`config.mk`:
```
export PLATFORM = sky130hd
export DESIGN_NAME = fetch_stage_flat
export DESIGN_NICKNAME = d
export VERILOG_FILES = /design/src/rtl/pipe_pkg.sv /design/src/rtl/fetch_stage_if.sv /design/src/rtl/reg_fetch_to_decode.sv /design/src/rtl/fetch_stage.sv /design/src/flat_wrapper.sv
export SDC_FILE = /design/constraint.sdc
export NUM_CORES = 1
export LEC_CHECK = 0
export ABC_AREA = 0
export CAP_MARGIN = 40
export CELL_PAD_IN_SITES_DETAIL_PLACEMENT = 1
export CELL_PAD_IN_SITES_GLOBAL_PLACEMENT = 1
export CORE_UTILIZATION = 31
export DETAILED_ROUTE_END_ITERATION = 12
export PLACE_DENSITY_LB_ADDON = 0.1
export SYNTH_ARGS = -nofsm -noshare
export SYNTH_HDL_FRONTEND = slang
export SYNTH_SLANG_ARGS = --single-unit
```
`constraint.sdc`:
```
create_clock -name clk -period 1.75 [get_ports clk]
set_input_delay 0.175 -clock clk [delete_from_list [all_inputs] [get_ports clk]]
set_output_delay 0.175 -clock clk [all_outputs]
set_load 0.03 [all_outputs]
```
`src/rtl/pipe_pkg.sv`:
```
// Shared definitions for the fetch stage: datapath widths, NOP encoding, fetch FSM states
// and the jump-target helper.
`default_nettype none

package pipe_pkg;

  localparam int XLEN   = 32;
  localparam int JIDX_W = 28;

  localparam logic [XLEN-1:0] NOP_DEFAULT = 32'h0000_0000;  // sll $0,$0,0
  localparam logic [XLEN-1:0] PC_STEP     = 32'd4;

  typedef enum logic [0:0] {
    FETCH = 1'b0,
    PEND  = 1'b1
  } fetch_state_t;

  // J-type target keeps the upper nibble of the delay-slot PC.
  function automatic logic [XLEN-1:0] jump_target(input logic [XLEN-1:0]   pcplus4,
                                                  input logic [JIDX_W-1:0] shifted);
    return {pcplus4[XLEN-1:JIDX_W], shifted};
  endfunction

endpackage

`default_nettype wire

```
`src/rtl/fetch_stage_if.sv`:
```
// Instruction-memory request/response bundle between the fetch stage (master) and imem (slave).
`default_nettype none

interface fetch_stage_if;

  logic                     imem_req;
  logic [pipe_pkg::XLEN-1:0] imem_addr;
  logic                     imem_ack;
  logic [pipe_pkg::XLEN-1:0] imem_rdata;

  modport master (
    output imem_req,
    output imem_addr,
    input  imem_ack,
    input  imem_rdata
  );

  modport slave (
    input  imem_req,
    input  imem_addr,
    output imem_ack,
    output imem_rdata
  );

endinterface

`default_nettype wire

```
`src/rtl/reg_fetch_to_decode.sv`:
```
// Fetch->Decode pipeline register: clear beats enable; an enabled cycle without a
// fetched word inserts a bubble.
`default_nettype none

module reg_fetch_to_decode
  import pipe_pkg::*;
#(
  parameter logic [XLEN-1:0] NOP_INSTR = NOP_DEFAULT
) (
  input  logic            clk,
  input  logic            rst_n,
  input  logic            clr,
  input  logic            en,
  input  logic            load,
  input  logic [XLEN-1:0] instr_in,
  input  logic [XLEN-1:0] pcplus4_in,
  output logic [XLEN-1:0] instr_out,
  output logic [XLEN-1:0] pcplus4_out,
  output logic            valid_out
);

  always_ff @(posedge clk or negedge rst_n) begin
    if (!rst_n) begin
      instr_out   <= NOP_INSTR;
      pcplus4_out <= '0;
      valid_out   <= 1'b0;
    end else if (clr) begin
      instr_out   <= NOP_INSTR;
      pcplus4_out <= '0;
      valid_out   <= 1'b0;
    end else if (en) begin
      if (load) begin
        instr_out   <= instr_in;
        pcplus4_out <= pcplus4_in;
        valid_out   <= 1'b1;
      end else begin
        instr_out   <= NOP_INSTR;
        pcplus4_out <= '0;
        valid_out   <= 1'b0;
      end
    end
  end

endmodule

`default_nettype wire

```
`src/rtl/fetch_stage.sv`:
```
// MIPS instruction-fetch stage: PC, next-PC selection, multi-cycle imem handshake with
// redirect capture, and the Fetch->Decode register. Optional counters under FETCH_PERF_EN.
`default_nettype none

module fetch_stage
  import pipe_pkg::*;
#(
  parameter logic [XLEN-1:0] RESET_PC  = 32'h0000_0000,
  parameter logic [XLEN-1:0] NOP_INSTR = NOP_DEFAULT
) (
  input  logic              clk,
  input  logic              rst_n,
  input  logic              stallF,
  input  logic              stallD,
  input  logic              flushD,
  input  logic              pcsrcD,
  input  logic [XLEN-1:0]   pcbranchD,
  input  logic              jumpD,
  input  logic [JIDX_W-1:0] instrDshifted,
  fetch_stage_if.master     imem,
  output logic [XLEN-1:0]   instrD,
  output logic [XLEN-1:0]   pcplus4D,
  output logic              validD,
  output logic              fetch_wait,
  output logic [XLEN-1:0]   pcF
`ifdef FETCH_PERF_EN
  ,
  output logic [31:0]       perf_fetched,
  output logic [31:0]       perf_waitcyc
`endif
);

  fetch_state_t    state, state_nxt;
  logic [XLEN-1:0] pc_q, pc_nxt;
  logic [XLEN-1:0] pend_target, pend_target_nxt;
  logic [XLEN-1:0] pcplus4F;
  logic [XLEN-1:0] redirect_target;
  logic            req_q;
  logic            ack;
  logic            redirect;
  logic            load_fd;

  assign pcplus4F        = pc_q + PC_STEP;
  assign redirect        = jumpD | pcsrcD;
  assign redirect_target = jumpD ? jump_target(pcplus4D, instrDshifted) : pcbranchD;

  // An ack is only meaningful while a request is actually being presented.
  assign ack        = req_q & imem.imem_ack;
  assign load_fd    = ack & (state == FETCH);
  assign fetch_wait = req_q & ~imem.imem_ack;

  assign imem.imem_req  = req_q;
  assign imem.imem_addr = pc_q;
  assign pcF            = pc_q;

  always_ff @(posedge clk or negedge rst_n) begin
    if (!rst_n) begin
      req_q       <= 1'b0;
      state       <= FETCH;
      pc_q        <= RESET_PC;
      pend_target <= '0;
    end else begin
      req_q       <= 1'b1;
      state       <= state_nxt;
      pc_q        <= pc_nxt;
      pend_target <= pend_target_nxt;
    end
  end

  // A redirect seen while imem is busy is parked; the in-flight word is then dropped.
  always_comb begin
    state_nxt       = state;
    pc_nxt          = pc_q;
    pend_target_nxt = pend_target;
    case (state)
      FETCH: begin
        if (ack) begin
          if (!stallF) begin
            pc_nxt = redirect ? redirect_target : pcplus4F;
          end
        end else if (redirect) begin
          pend_target_nxt = redirect_target;
          state_nxt       = PEND;
        end
      end
      PEND: begin
        if (ack) begin
          pc_nxt    = pend_target;
          state_nxt = FETCH;
        end
      end
      default: state_nxt = FETCH;
    endcase
  end

  reg_fetch_to_decode #(
    .NOP_INSTR (NOP_INSTR)
  ) u_reg_fd (
    .clk         (clk),
    .rst_n       (rst_n),
    .clr         (flushD),
    .en          (~stallD),
    .load        (load_fd),
    .instr_in    (imem.imem_rdata),
    .pcplus4_in  (pcplus4F),
    .instr_out   (instrD),
    .pcplus4_out (pcplus4D),
    .valid_out   (validD)
  );

`ifdef FETCH_PERF_EN
  always_ff @(posedge clk or negedge rst_n) begin
    if (!rst_n) begin
      perf_fetched <= '0;
      perf_waitcyc <= '0;
    end else begin
      if (!flushD && !stallD && load_fd) begin
        perf_fetched <= perf_fetched + 32'd1;
      end
      if (fetch_wait) begin
        perf_waitcyc <= perf_waitcyc + 32'd1;
      end
    end
  end
`endif

endmodule

`default_nettype wire
```
`src/flat_wrapper.sv`:
```
// flat-port wrapper written by rule: the top's interface ports become plain ports
module fetch_stage_flat import pipe_pkg::*;
#(
  parameter logic [XLEN-1:0] RESET_PC  = 32'h0000_0000,
  parameter logic [XLEN-1:0] NOP_INSTR = NOP_DEFAULT
)
  (clk, rst_n, stallF, stallD, flushD, pcsrcD, pcbranchD, jumpD, instrDshifted, instrD, pcplus4D, validD, fetch_wait, pcF, imem_imem_req, imem_imem_addr, imem_imem_ack, imem_imem_rdata);
  fetch_stage_if imem_i ();
  input  logic clk;
  input  logic rst_n;
  input  logic stallF;
  input  logic stallD;
  input  logic flushD;
  input  logic pcsrcD;
  input  logic [XLEN-1:0] pcbranchD;
  input  logic jumpD;
  input  logic [JIDX_W-1:0] instrDshifted;
  output logic [XLEN-1:0] instrD;
  output logic [XLEN-1:0] pcplus4D;
  output logic validD;
  output logic fetch_wait;
  output logic [XLEN-1:0] pcF;
  output wire logic [$bits(imem_i.imem_req)-1:0] imem_imem_req;
  output wire logic [$bits(imem_i.imem_addr)-1:0] imem_imem_addr;
  input wire logic [$bits(imem_i.imem_ack)-1:0] imem_imem_ack;
  input wire logic [$bits(imem_i.imem_rdata)-1:0] imem_imem_rdata;
  assign imem_imem_req = imem_i.imem_req;
  assign imem_imem_addr = imem_i.imem_addr;
  assign imem_i.imem_ack = imem_imem_ack;
  assign imem_i.imem_rdata = imem_imem_rdata;
  fetch_stage #(.RESET_PC(RESET_PC), .NOP_INSTR(NOP_INSTR)) u_core (.clk(clk), .rst_n(rst_n), .stallF(stallF), .stallD(stallD), .flushD(flushD), .pcsrcD(pcsrcD), .pcbranchD(pcbranchD), .jumpD(jumpD), .instrDshifted(instrDshifted), .imem(imem_i), .instrD(instrD), .pcplus4D(pcplus4D), .validD(validD), .fetch_wait(fetch_wait), .pcF(pcF));
endmodule
```
# ---- Word level (Yosys, flattened, before mapping)
# Index checks and enable logic that the tools add are counted.
dict set report totals {
  input_bits 100
  memories 0
  wordCells 40
  mem_bits_rw 0
  latch_bits 0
  mem_bits_ro 0
  out_inout_bits 131
  register_bits 131
}
dict set report op_classes {
  add_sub_neg 1
  n_mux 19
  div_mod_pow 0
  magnitude_cmp 0
  bitwise 7
  shift 0
  eq_ne 4
  n_mul 0
  reduce_logical 2
}
# op n
set op_table {}
lappend op_table {{$mux 32} 11}
lappend op_table {{$pmux 32 s2} 1}
lappend op_table {{$add 32x3->32 const B} 1}
lappend op_table {{$mux 1} 6}
lappend op_table {{$reduce_and 3->1} 2}
lappend op_table {{$ne 2x1->1 const B} 2}
lappend op_table {{$ne 2x2->1 const B} 2}
lappend op_table {{$and 1x1->1} 3}
lappend op_table {{$not 1->1} 3}
lappend op_table {{$pmux 1 s2} 1}
lappend op_table {{$or 1x1->1} 1}

# ---- Longest topological paths before layout
dict set report depth {
  ltp_word 5
  mapped_depth 7
  ltp_nobuf 6
}

# ---- Hierarchy
# A second synthesis with hierarchy kept.
dict set report unflattened {
  cells_unflattened 681
  hier_area_um2 7070.5
}
# module area_each_um2 seq_area_each_um2 cells_each n_inst
set by_module_without_submodules {}
lappend by_module_without_submodules {fetch_stage 4509.3 1651.6 526 1}
lappend by_module_without_submodules {reg_fetch_to_decode 2561.2 1626.6 155 1}

# ---- Worst setup path before layout
# OpenSTA, ideal clock, no wires.
dict set report synth_timing {
  path_type {register -> register}
  from {register u_core.pc_q[9] (netlist: u_core.imem.imem_addr[9])}
  to {register u_core.pc_q[19] (netlist: u_core.imem.imem_addr[19])}
  t_arrival_ns 1.941
  required_time_ns 1.628
  setup_slack_ns -0.313
  stages_incl_launch_ff 7
  path_buffers 1
  setup_time_ns 0.122
  synth_period_minus_slack_ns 2.063
  path_cell_list {dfrtp_1 buf_4 nand4_4 nor4_4 and3_2 a31oi_1 o22a_1}
}
dict set report synth_via {
  elab_chain_cells 5
}
# element line_no
set synth_lines {}
lappend synth_lines {{start: declaration} fetch_stage.sv:34} ;# logic [XLEN-1:0] pc_q, pc_nxt;
lappend synth_lines {{start signal: assignment} fetch_stage.sv:65} ;# pc_q <= pc_nxt;
lappend synth_lines {{$add 32x3->32} fetch_stage.sv:43} ;# assign pcplus4F = pc_q + PC_STEP;
lappend synth_lines {{$mux 32} fetch_stage.sv:79} ;# pc_nxt = redirect ? redirect_target : pcplus4F;
lappend synth_lines {{$mux 32} fetch_stage.sv:78} ;# if (!stallF) begin
lappend synth_lines {{$mux 32} fetch_stage.sv:77} ;# if (ack) begin
lappend synth_lines {{$pmux 32 s2} fetch_stage.sv:75} ;# case (state)
# Every way passes these cells. The select of a mux whose other input is x is not followed.
# A chain may end at the register's enable or synchronous reset.

# ---- Worst setup path after layout
dict set report layout_timing {
  from {register u_core.pc_q[9] (netlist: u_core.imem.imem_addr[9])}
  to {register u_core.pc_q[20] (netlist: u_core.imem.imem_addr[20])}
}
# The elaborated chain is that of the path after synthesis.

==> metrics.csv <==
stage,metric,value,unit
placement,gpl congestion,0.826,
status,result of the run,"complete, but fails checks",
placement,Placed Cells incl. Taps,1240,
setup_path,slack of the worst reg-to-reg path,-20,ps
setup_path,required time of the worst setup path,2060,ps
sta,unrepaired setup endpoints after global routing,true,
floorplan,die height,151,um
grt,total track usage,22.8,%
setup_path,endpoint of the worst-slack reg-to-reg timing path,u_core.imem.imem_addr[20],
setup_path,worst flop-to-flop path startpoint,u_core.imem.imem_addr[9],
floorplan,row cnt,54,
synthesis,Post-synth ARST share,100,%
sta,Final Cycle Share,101,%
grt,pin count of the biggest net entering global routing,53,
synthesis,Post-Synthesis Mean Instance Area,9.63,um^2
setup_path,r2r worst-path depth,7,
sta,setup clock skew after layout,7.00,ps
setup_path,Max Fanout on Critical Path,3,
grt,total overflow reported by the global router,0,
synthesis,leading post-synthesis cells by cell area,"dfrtp_1 (47%), mux2i_1 (5.1%), a22o_1 (4.7%)",
synthesis,area share of the leading cell type in the synthesized netlist,47.4,%
routing,via density per instance,5.28,
layout,Final Non-Filler Cells,1283,
floorplan,I/O pins,231,
placement,area post-placement,10000,um^2
synthesis,Gate Count Post-Synth,718,
synthesis,area of the mapped netlist,6910,um^2
setup_path,CP cell instances,nand4_4 > buf_6 > nor3_1 > nand4_1 > buf_4 > o221ai_2 > a2bb2oi_1,
hold_path,type of the worst min-delay path,in2async,
layout,"Non-Filler Cell Area, Final",10800,um^2
clocking,CTS tree,yes,
floorplan,initial standard-cell utilization of the core,31.7,%
run,max-cap viol count,0,
synthesis,number of nets produced by synthesis,819,
layout,total number of nets in the final design,1091,
sta,total setup violations reported at the end of the flow,2,
setup_path,data arrival time of the critical path,2070,ps
layout,post-synthesis to final-layout area growth,55.7,%
floorplan,core region area,21800,um^2
pwr,VDD IR max,0.000549,V
grt,global-route wire length before repair,39400,um
grt,number of antenna violations at the first check in global routing,0,
placement,IO buf count,230,
synthesis,most common cell in the synthesized netlist,dfrtp_1,
setup_path,"Slowest-stage cell, CP",dfrtp_2,
routing,Remaining DRCs,0,
sta,final critical delay including setup and external delays,1770,ps
pwr,leakage,4.68,nW
routing,via count,6772,
synthesis,Post-synth EDFFs,0,
synthesis,warnings from Yosys,0,
routing,DR WL/cell,20.0,um
clocking,CTS clock-pin slew for the worst setup and hold paths,70,ps
placement,half-perimeter wire length after detailed placement,19400,um
sta,hold slack,171,ps
synthesis,number of distinct library cells after synthesis,60,
sta,number of hold violations in the final report,0,
sta,final count of pins violating max slew,0,
synthesis,Yosys reg bits,131,
grt,vias in the first global route,6837,
status,violations in the final reports,setup timing,
synthesis,prevailing post-synth register cell,dfrtp_1,
setup_path,element type at the critical path start,flip-flop,
routing,initial drt markers,377,
routing,DR pass1 iterations,5,
clocking,clock net sink count,131,
clocking,insertion delay of the later-clocked pin in the worst-skew pair,430,ps
pwr,Final Power,0.0108,W
placement,minimum setup slack after placement,-247,ps
layout,number of fillers in the final layout,2427,
setup_path,Setup Crit Path Kind,reg2reg,
setup_path,nature of the critical path endpoint,flip-flop,
routing,Antenna Violating Nets Remaining,0,
synthesis,"top cells by count, synth","dfrtp_1 (131), nor2_1 (75), nand2_1 (62), a21oi_1 (52), o21ai_0 (50)",
clocking,count of H-tree levels built during CTS,4,
sta,maximum clock rate,566,MHz
layout,fraction of layout cells with a size suffix above 1,21.2,%
clocking,Clk Tree Root Cell,clkbuf_16,
clocking,CTS Buf Count,17,
sta,PnR worst setup slack,-16.5,ps
pwr,Pwr Density,1010,nW/um^2
floorplan,Die Outline Area,22900,um^2
layout,count of antenna diodes in the layout,0,
synthesis,leading area contributor after synthesis,dfrtp_1,
setup_path,maximum single-stage delay on the critical path,380,ps
routing,wire length after detailed routing,25700,um
synthesis,share of synthesized area occupied by flip-flops and latches,47.4,%
floorplan,Die Span X,151,um
clocking,clock tree buffer depth,2,
logic make-up (layout without fill, tap and decap cells):
family / count (synthesis) / in the layout / synth area share [%]
AO/OA/AOI/OAI: 225 / 225 / 21.9
AND/OR/NAND/NOR: 203 / 203 / 14.5
flip-flops: 131 / 131 / 47.4
buffers and inverters: 96 / 381 / 7.58
multiplexers: 35 / 35 / 5.07
XOR/XNOR: 26 / 26 / 3.29
adder cells (fa/ha/maj): 1 / 1 / 0.181
other: 1 / 1 / 0.0542
stage by stage:
stage	utilization, %	TNS [ps]
2_1_floorplan	-	-1330
3_3_place_gp	45.8	-2200
3_5_place_dp	45.8	-3660
4_1_cts	48.6	0
5_1_grt	49.3	-564
6_report	49.3	-23.7
cell type report:
type	instances	area (um^2)	share of cell area [%]
well taps	280	350	3.25
clock inverters	15	138	1.28
repair buffers	340	3190	29.7
flip-flops and latches	131	3310	30.7
multi-input cells	491	3320	30.8
inverters	9	37.5	0.349
clock buffers	17	425	3.95
power breakdown:
group | internal [W] | switching (W)
clock network | 0.00188 | 0.00157
registers | 0.00341 | 0.000329
logic | 0.00145 | 0.00219
layout by cell type (no fill, tap or decap), types with 5 or more instances in the layout:
cell and n:
o21ai_1 11, a22o_1 37, inv_1 8, a22oi_1 11
buf_12 10, dfrtp_2 22, dlygate4sd2_1 62, o22a_1 7
xnor2_1 15, clkdlybuf4s50_1 161, dfrtp_1 109, a221oi_1 17
buf_4 97, nand4_1 5, nand3_2 6, mux2i_1 35
nor2_1 73, o2bb2ai_1 5, xor2_1 8, inv_6 8
a31oi_1 7, nand2_1 59, o21ai_0 46, clkbuf_16 17
a21oi_1 50, nand3_1 9
how the worst max path moves through the flow:
stage	from	to	slack [ps]	cells past startpoint
floorplan	u_core.imem.imem_addr[2]	u_core.imem.imem_addr[19]	-150	5
global route	u_core.imem.imem_addr[9]	u_core.u_reg_fd.pcplus4_out[19]	-90	8
CTS	u_core.imem.imem_addr[9]	u_core.imem.imem_addr[19]	2	7
finish	u_core.imem.imem_addr[9]	u_core.imem.imem_addr[20]	-20	7
global placement	pcsrcD	u_core.imem.imem_addr[18]	-180	6
detailed placement	pcsrcD	u_core.imem.imem_addr[18]	-250	6
sequential cells by signal, indices dropped and copies added (netlist names):
register / count
u_core.u_reg_fd.valid_out: 1
u_core.u_reg_fd.instr_out: 32
u_core.u_reg_fd.pcplus4_out: 32
u_core.pend_target: 32
u_core.imem.imem_req: 1
u_core.state: 1
u_core.imem.imem_addr: 32
per-layer routing:
metal	track usage (%)	up-vias	routed length, um
met5	0	-	0
met2	36.6	222	12100
met1	31.6	3406	11600
met4	6.25	0	349
met3	3.55	26	1530
li1	-	3118	-
critical path: cells and delay by family, from the launching register on:
family / cells / cell delay (ps)
AO/OA/AOI/OAI: 2 / 260
buffers and inverters: 2 / 340
flip-flops: 1 / 380
AND/OR/NAND/NOR: 3 / 670
repair_timing:
item,in CTS,in global routing
hold endpoints to repair,107,0
endpoints found under the setup margin,85,43
setup buffers,6,4
resized for setup,76,32
pin swaps,9,9
hold buffers,1,0
Power figures use the tool's default switching activity.
